--- src/rtl/countdown_timer.sv ---
// countdown_timer: hours:minutes:seconds down-counter clocked at 1 Hz.
// Loaded with a clamped preset, started/paused/stopped by control logic,
// borrows from higher fields on wrap and pulses done once on expiry.
module countdown_timer #(
  parameter int unsigned MAX_SEC  = 59,
  parameter int unsigned MAX_MIN  = 59,
  parameter int unsigned MAX_HOUR = 23
) (
  input  logic       clk_1Hz,
  input  logic       rst,
  input  logic       load,
  input  logic [4:0] load_hour,
  input  logic [5:0] load_min,
  input  logic [5:0] load_sec,
  input  logic       start,
  input  logic       stop,
  output logic [4:0] out_hour,
  output logic [5:0] out_min,
  output logic [5:0] out_sec,
  output logic       running,
  output logic       borrow_min,
  output logic       borrow_hour,
  output logic       done
);

  localparam int unsigned HW = 5;
  localparam int unsigned MW = 6;
  localparam int unsigned SW = 6;

  localparam logic [1:0] ST_IDLE  = 2'd0;
  localparam logic [1:0] ST_RUN   = 2'd1;
  localparam logic [1:0] ST_PAUSE = 2'd2;
  localparam logic [1:0] ST_DONE  = 2'd3;

  localparam logic [HW-1:0] HOUR_MAX = HW'(MAX_HOUR);
  localparam logic [MW-1:0] MIN_MAX  = MW'(MAX_MIN);
  localparam logic [SW-1:0] SEC_MAX  = SW'(MAX_SEC);

  logic [1:0]    r_state;
  logic [HW-1:0] r_hour;
  logic [MW-1:0] r_min;
  logic [SW-1:0] r_sec;
  logic          r_running;
  logic          r_borrow_min;
  logic          r_borrow_hour;
  logic          r_done;

  logic [1:0]    w_state_nxt;
  logic [HW-1:0] w_hour_nxt;
  logic [MW-1:0] w_min_nxt;
  logic [SW-1:0] w_sec_nxt;
  logic          w_borrow_min_nxt;
  logic          w_borrow_hour_nxt;
  logic          w_done_nxt;
  logic          w_nonzero;

  assign w_nonzero = (r_hour != '0) || (r_min != '0) || (r_sec != '0);

  // State and datapath registers; all outputs come straight from here.
  always_ff @(posedge clk_1Hz or posedge rst) begin
    if (rst) begin
      r_state       <= ST_IDLE;
      r_hour        <= '0;
      r_min         <= '0;
      r_sec         <= '0;
      r_running     <= 1'b0;
      r_borrow_min  <= 1'b0;
      r_borrow_hour <= 1'b0;
      r_done        <= 1'b0;
    end else begin
      r_state       <= w_state_nxt;
      r_hour        <= w_hour_nxt;
      r_min         <= w_min_nxt;
      r_sec         <= w_sec_nxt;
      r_running     <= (w_state_nxt == ST_RUN);
      r_borrow_min  <= w_borrow_min_nxt;
      r_borrow_hour <= w_borrow_hour_nxt;
      r_done        <= w_done_nxt;
    end
  end

  // Next state and next value: load > stop > start, decrement with borrow in RUN.
  always_comb begin
    w_state_nxt       = r_state;
    w_hour_nxt        = r_hour;
    w_min_nxt         = r_min;
    w_sec_nxt         = r_sec;
    w_borrow_min_nxt  = 1'b0;
    w_borrow_hour_nxt = 1'b0;
    w_done_nxt        = 1'b0;
    if (load) begin
      w_state_nxt = ST_IDLE;
      w_hour_nxt  = (load_hour > HOUR_MAX) ? HOUR_MAX : load_hour;
      w_min_nxt   = (load_min  > MIN_MAX)  ? MIN_MAX  : load_min;
      w_sec_nxt   = (load_sec  > SEC_MAX)  ? SEC_MAX  : load_sec;
    end else begin
      case (r_state)
        ST_IDLE: begin
          // A zero preset cannot be started; stop outranks start.
          if (!stop && start && w_nonzero) w_state_nxt = ST_RUN;
        end
        ST_RUN: begin
          if (stop) begin
            w_state_nxt = ST_PAUSE;
          end else if (r_sec != '0) begin
            w_sec_nxt = r_sec - SW'(1);
          end else if (r_min != '0) begin
            w_sec_nxt        = SEC_MAX;
            w_min_nxt        = r_min - MW'(1);
            w_borrow_min_nxt = 1'b1;
          end else if (r_hour != '0) begin
            w_sec_nxt         = SEC_MAX;
            w_min_nxt         = MIN_MAX;
            w_hour_nxt        = r_hour - HW'(1);
            w_borrow_min_nxt  = 1'b1;
            w_borrow_hour_nxt = 1'b1;
          end else begin
            w_state_nxt = ST_DONE;
            w_done_nxt  = 1'b1;
          end
        end
        ST_PAUSE: begin
          if (!stop && start) w_state_nxt = ST_RUN;
        end
        ST_DONE: begin
          w_state_nxt = ST_IDLE;
        end
        default: begin
          w_state_nxt = ST_IDLE;
        end
      endcase
    end
  end

  assign out_hour    = r_hour;
  assign out_min     = r_min;
  assign out_sec     = r_sec;
  assign running     = r_running;
  assign borrow_min  = r_borrow_min;
  assign borrow_hour = r_borrow_hour;
  assign done        = r_done;

endmodule

--- config.mk ---
export PLATFORM = sky130hd
export DESIGN_NAME = countdown_timer
export DESIGN_NICKNAME = d
export VERILOG_FILES = /design/src/rtl/countdown_timer.sv
export SDC_FILE = /design/constraint.sdc
export NUM_CORES = 1
export LEC_CHECK = 0
export BUFFER_PORTS_ARGS = -buffer_cell sky130_fd_sc_hd__buf_2
export CORE_ASPECT_RATIO = 1.1
export CORE_MARGIN = 4
export CORE_UTILIZATION = 50
export DETAILED_ROUTE_END_ITERATION = 8
export PLACE_DENSITY_LB_ADDON = 0.1
export SLEW_MARGIN = 20
export SYNTH_ARGS = -nofsm -noshare
export SYNTH_HDL_FRONTEND = slang
export SYNTH_SLANG_ARGS = --single-unit
--- constraint.sdc ---
create_clock -name clk_1Hz -period 5.35 [get_ports clk_1Hz]
set_clock_uncertainty 0.2 [all_clocks]
set_input_delay 0 -clock clk_1Hz [delete_from_list [all_inputs] [get_ports clk_1Hz]]
set_output_delay 0 -clock clk_1Hz [all_outputs]
set_load 0.05 [all_outputs]
==> flow_summary.ini <==
[run_status]
outcome = finished clean

[sta]
timing.final.crit_period_ns = 3.07
max_slew.worst_pin.slew_ns = 0.874
setup_total_negative_slack_ns = 0
final-max-slew-violation-count = 0
finalSetupViolations = 0
headroom_to_the_max_slew_limit_pct = 41.7
achievable-frequency_mhz = 326
hold_slack_ns = 0.190
post_route_fraction_of_the_period_consumed_by_the_critical_path_pct = 57.4
unrepaired_setup_endpoints_after_global_routing = false
final_hold_viol_count = 0

[die]
placement_rows = 20
num_io_pins = 43
die_y_um = 66.5
initial_core_util_pct = 54.0
placeableCoreArea_sq_mm = 0.00288
die_area_sq_mm = 0.00407
die_w_um = 61.2

[clock_network]
cts_setup_buffers = 0
cts.clk_slew.worst_paths_ns = 0.14
clock-root-buffer = sky130_fd_sc_hd__clkbuf_4
worst_skew_pair.late_latency_ns = 0.32
cts_inserted_buffers = 3
number_of_clock_sinks_seen_by_cts = 23
tritoncts_clock_tree = yes
cts-root-to-sink-buffers = 2
ctsHtreeMaxLevel = 1

[finish]
flow.area_growth_from_synthesis_pct = 38.6
final_nets = 277
final.fill_count = 220
n_antenna_cell = 0
post_layout_nonfiller_instances = 281
final_layout_size_suffix_gt1_share_pct = 23.4
post-route-util_pct = 74.9
finalInstanceArea_sq_mm = 0.00216

[route]
post_drt_antenna_nets = 0
post_drt_wl_per_cell_um = 16.1
drc = 0
wirelength_mm = 4.52
dr.pass1.iters = 4
vias = 1700
drt_iter0_markers = 144
routed_via_density = 6.05

[placed_design]
place.gp.congestion = 0.839
place.port_buffers = 42
final_hpwl_dp_mm = 3.01
dp_cells = 241
placement.cell_area_sq_mm = 0.00177

[power_and_ir_drop]
power.combinational.fraction_pct = 34.4
p_int_uw = 271
power.share.sequential_pct = 46.8
switching_share_pct = 38.8
power.share.clock_pct = 18.8
cell_pwr_density_mw_per_mm2 = 205
power_switching_uw = 172
power.static_leakage_nw = 1.00
max-vdd-ir-drop_v = 0.000160

[logic_synthesis]
yosys.cell_count.top_type = sky130_fd_sc_hd__dfrtp_1
share_of_the_synthesized_area_in_the_top_cell_type_pct = 37.0
seq_area_frac_synth_pct = 37.0
synth.area.top_cells = sky130_fd_sc_hd__dfrtp_1 (37%), sky130_fd_sc_hd__ha_1 (4.8%), sky130_fd_sc_hd__nor2_1 (4.6%)
yosys.area.top_type = sky130_fd_sc_hd__dfrtp_1
synth_cells = 174
synthesis.area_per_instance_sq_um = 8.94
synthDistinctLibCells = 48
yosysWarnings = 0
synth_enable_flop_cells = 0
cell_area_after_synthesis_sq_mm = 0.00156
synth_nets = 202
async_flop_share_pct = 100
synth.top_cells.by_count = sky130_fd_sc_hd__dfrtp_1 (23), sky130_fd_sc_hd__nor2_1 (19), sky130_fd_sc_hd__inv_1 (12)
yosys_register_bits = 23
dominantRegCellSynth = sky130_fd_sc_hd__dfrtp_1

[grt]
maximum_number_of_pins_on_one_net_before_global_route_repair = 32
grt_util_all_layers_pct = 24.5
grt_first_pass_wirelength_mm = 7.58
antenna_found_initial = 0
grt_pass1_vias = 1666
grt_overflow = 0

[worst_setup_path]
worst_setup_path_end_kind = register
critical_path_required_ns = 5.40
cp-start-kind = register
crit_arrival_ns = 3.13
critical_path.max_stage_delay_ns = 0.57
critPathKind = reg2reg
cp_slowest_cell = sky130_fd_sc_hd__dlygate4sd3_1
worst_reg_to_reg_cells = 7
critPathMaxFanout = 14
worstPathCellList = inv_1 -> ha_1 -> nor3b_4 -> nand4_1 -> a41o_1 -> o21ai_0 -> dlygate4sd3_1

[job]
max_cap_violations = 0

[min_path]
hold_path_class = in2async
==> power by group through the flow <==
| stage | clock [mW] | combinational, mW | sequential [mW] |
|---|---|---|---|
| 2_1_floorplan | 0 | 0.0511 | 0.251 |
| 3_3_place_gp | 0 | 0.127 | 0.209 |
| 3_5_place_dp | 0 | 0.129 | 0.211 |
| 4_1_cts | 0.0842 | 0.150 | 0.207 |
| 5_1_grt | 0.0932 | 0.165 | 0.211 |
| 6_report | 0.0831 | 0.152 | 0.207 |
==> routing by layer <==
layer / part of all wire (%) / global-route usage, %
met5: 0 / 0
met1: 39 / 29.6
met2: 52 / 43.7
met3: 6.2 / 2.52
met4: 2.6 / 8.67
==> through the flow <==
step	setup WS, ns	power [mW]
floorplan	2.93	0.302
global placement	2.98	0.337
detailed placement	2.90	0.340
CTS	2.40	0.442
global route	2.12	0.469
finish	2.28	0.443
==> path summary, 6_finish.rpt <==
| check | startpoint | end | slack (ns) |
|---|---|---|---|
| setup / recovery | out_min[0]$_DFFE_PP0P_ | out_sec[4]$_DFFE_PP0P_ | 2.28 |
| setup reg to reg | out_min[0]$_DFFE_PP0P_ | out_sec[4]$_DFFE_PP0P_ | 2.28 |
| max in group asynchronous | rst | out_min[1]$_DFFE_PP0P_ | 4.21 |
| hold / removal | rst | out_hour[1]$_DFFE_PP0P_ | 0.19 |
| min in group clk_1Hz | load_sec[2] | out_sec[2]$_DFFE_PP0P_ | 0.29 |
| hold reg to reg | out_sec[0]$_DFFE_PP0P_ | out_sec[0]$_DFFE_PP0P_ | 0.39 |
==> layout make-up <==
class | count | area [sq um] | share of cell area, %
multi-input combinational | 131 | 896 | 41.6
sequential | 23 | 576 | 26.7
timing repair buffer | 78 | 571 | 26.5
inverter | 12 | 45.0 | 2.09
tap | 33 | 41.3 | 1.92
clock buffer | 3 | 22.5 | 1.04
clock inverter | 1 | 5.00 | 0.232
==> logic make-up (layout without fill, tap and decap cells) <==
kind of cell / count (synthesis) / count (layout) / synth area share [%]
AOI/OAI and AO/OA: 42 / 42 / 19.6
xor gates and xnor gates: 1 / 1 / 0.563
adders and majority gates: 6 / 6 / 4.83
buffers and inverters: 20 / 94 / 5.39
DFF: 23 / 23 / 37.0
muxes: 1 / 1 / 0.724
and+or+nand+nor: 81 / 81 / 31.9
==> flip-flops by register name, indices dropped and copies added (netlist names) <==
| register | flops |
|---|---|
| out_sec | 6 |
| borrow_hour | 1 |
| borrow_min | 1 |
| out_hour | 5 |
| r_state | 2 |
| out_min | 6 |
| done | 1 |
| running | 1 |
==> placed cells by master (no fill, tap or decap), types with 2 or more instances in the layout <==
master and count:
sky130_fd_sc_hd__a211oi_1 4, sky130_fd_sc_hd__a21o_1 2, sky130_fd_sc_hd__a21oi_1 3, sky130_fd_sc_hd__a311o_1 2, sky130_fd_sc_hd__a311oi_1 2, sky130_fd_sc_hd__a31oi_1 7, sky130_fd_sc_hd__a41o_1 3, sky130_fd_sc_hd__and3_1 2
sky130_fd_sc_hd__and4_1 3, sky130_fd_sc_hd__buf_2 42, sky130_fd_sc_hd__clkbuf_4 3, sky130_fd_sc_hd__dfrtp_1 23, sky130_fd_sc_hd__dlygate4sd3_1 36, sky130_fd_sc_hd__ha_1 6, sky130_fd_sc_hd__inv_1 12, sky130_fd_sc_hd__nand2_1 11
sky130_fd_sc_hd__nand3_1 6, sky130_fd_sc_hd__nand4_1 4, sky130_fd_sc_hd__nor2_1 19, sky130_fd_sc_hd__nor3_1 8, sky130_fd_sc_hd__nor3b_2 2, sky130_fd_sc_hd__nor4_1 5, sky130_fd_sc_hd__o21ai_0 8, sky130_fd_sc_hd__o311a_1 2
sky130_fd_sc_hd__o31ai_1 4, sky130_fd_sc_hd__or3_1 3, sky130_fd_sc_hd__or4_1 4
==> worst max-delay path, delay by kind of cell, from the launching register on <==
kind	cells	cell delay, ns
and+or+nand+nor	2	0.88
DFF	1	0.46
adders and majority gates	1	0.18
AOI/OAI and AO/OA	2	0.61
buffers and inverters	2	0.69
==> repair_timing <==
item,4_1_cts,5_1_grt
hold buffers,36,0
gates resized for setup,0,0
endpoints found under the hold margin,46,0
Power figures use the tool's default switching activity.
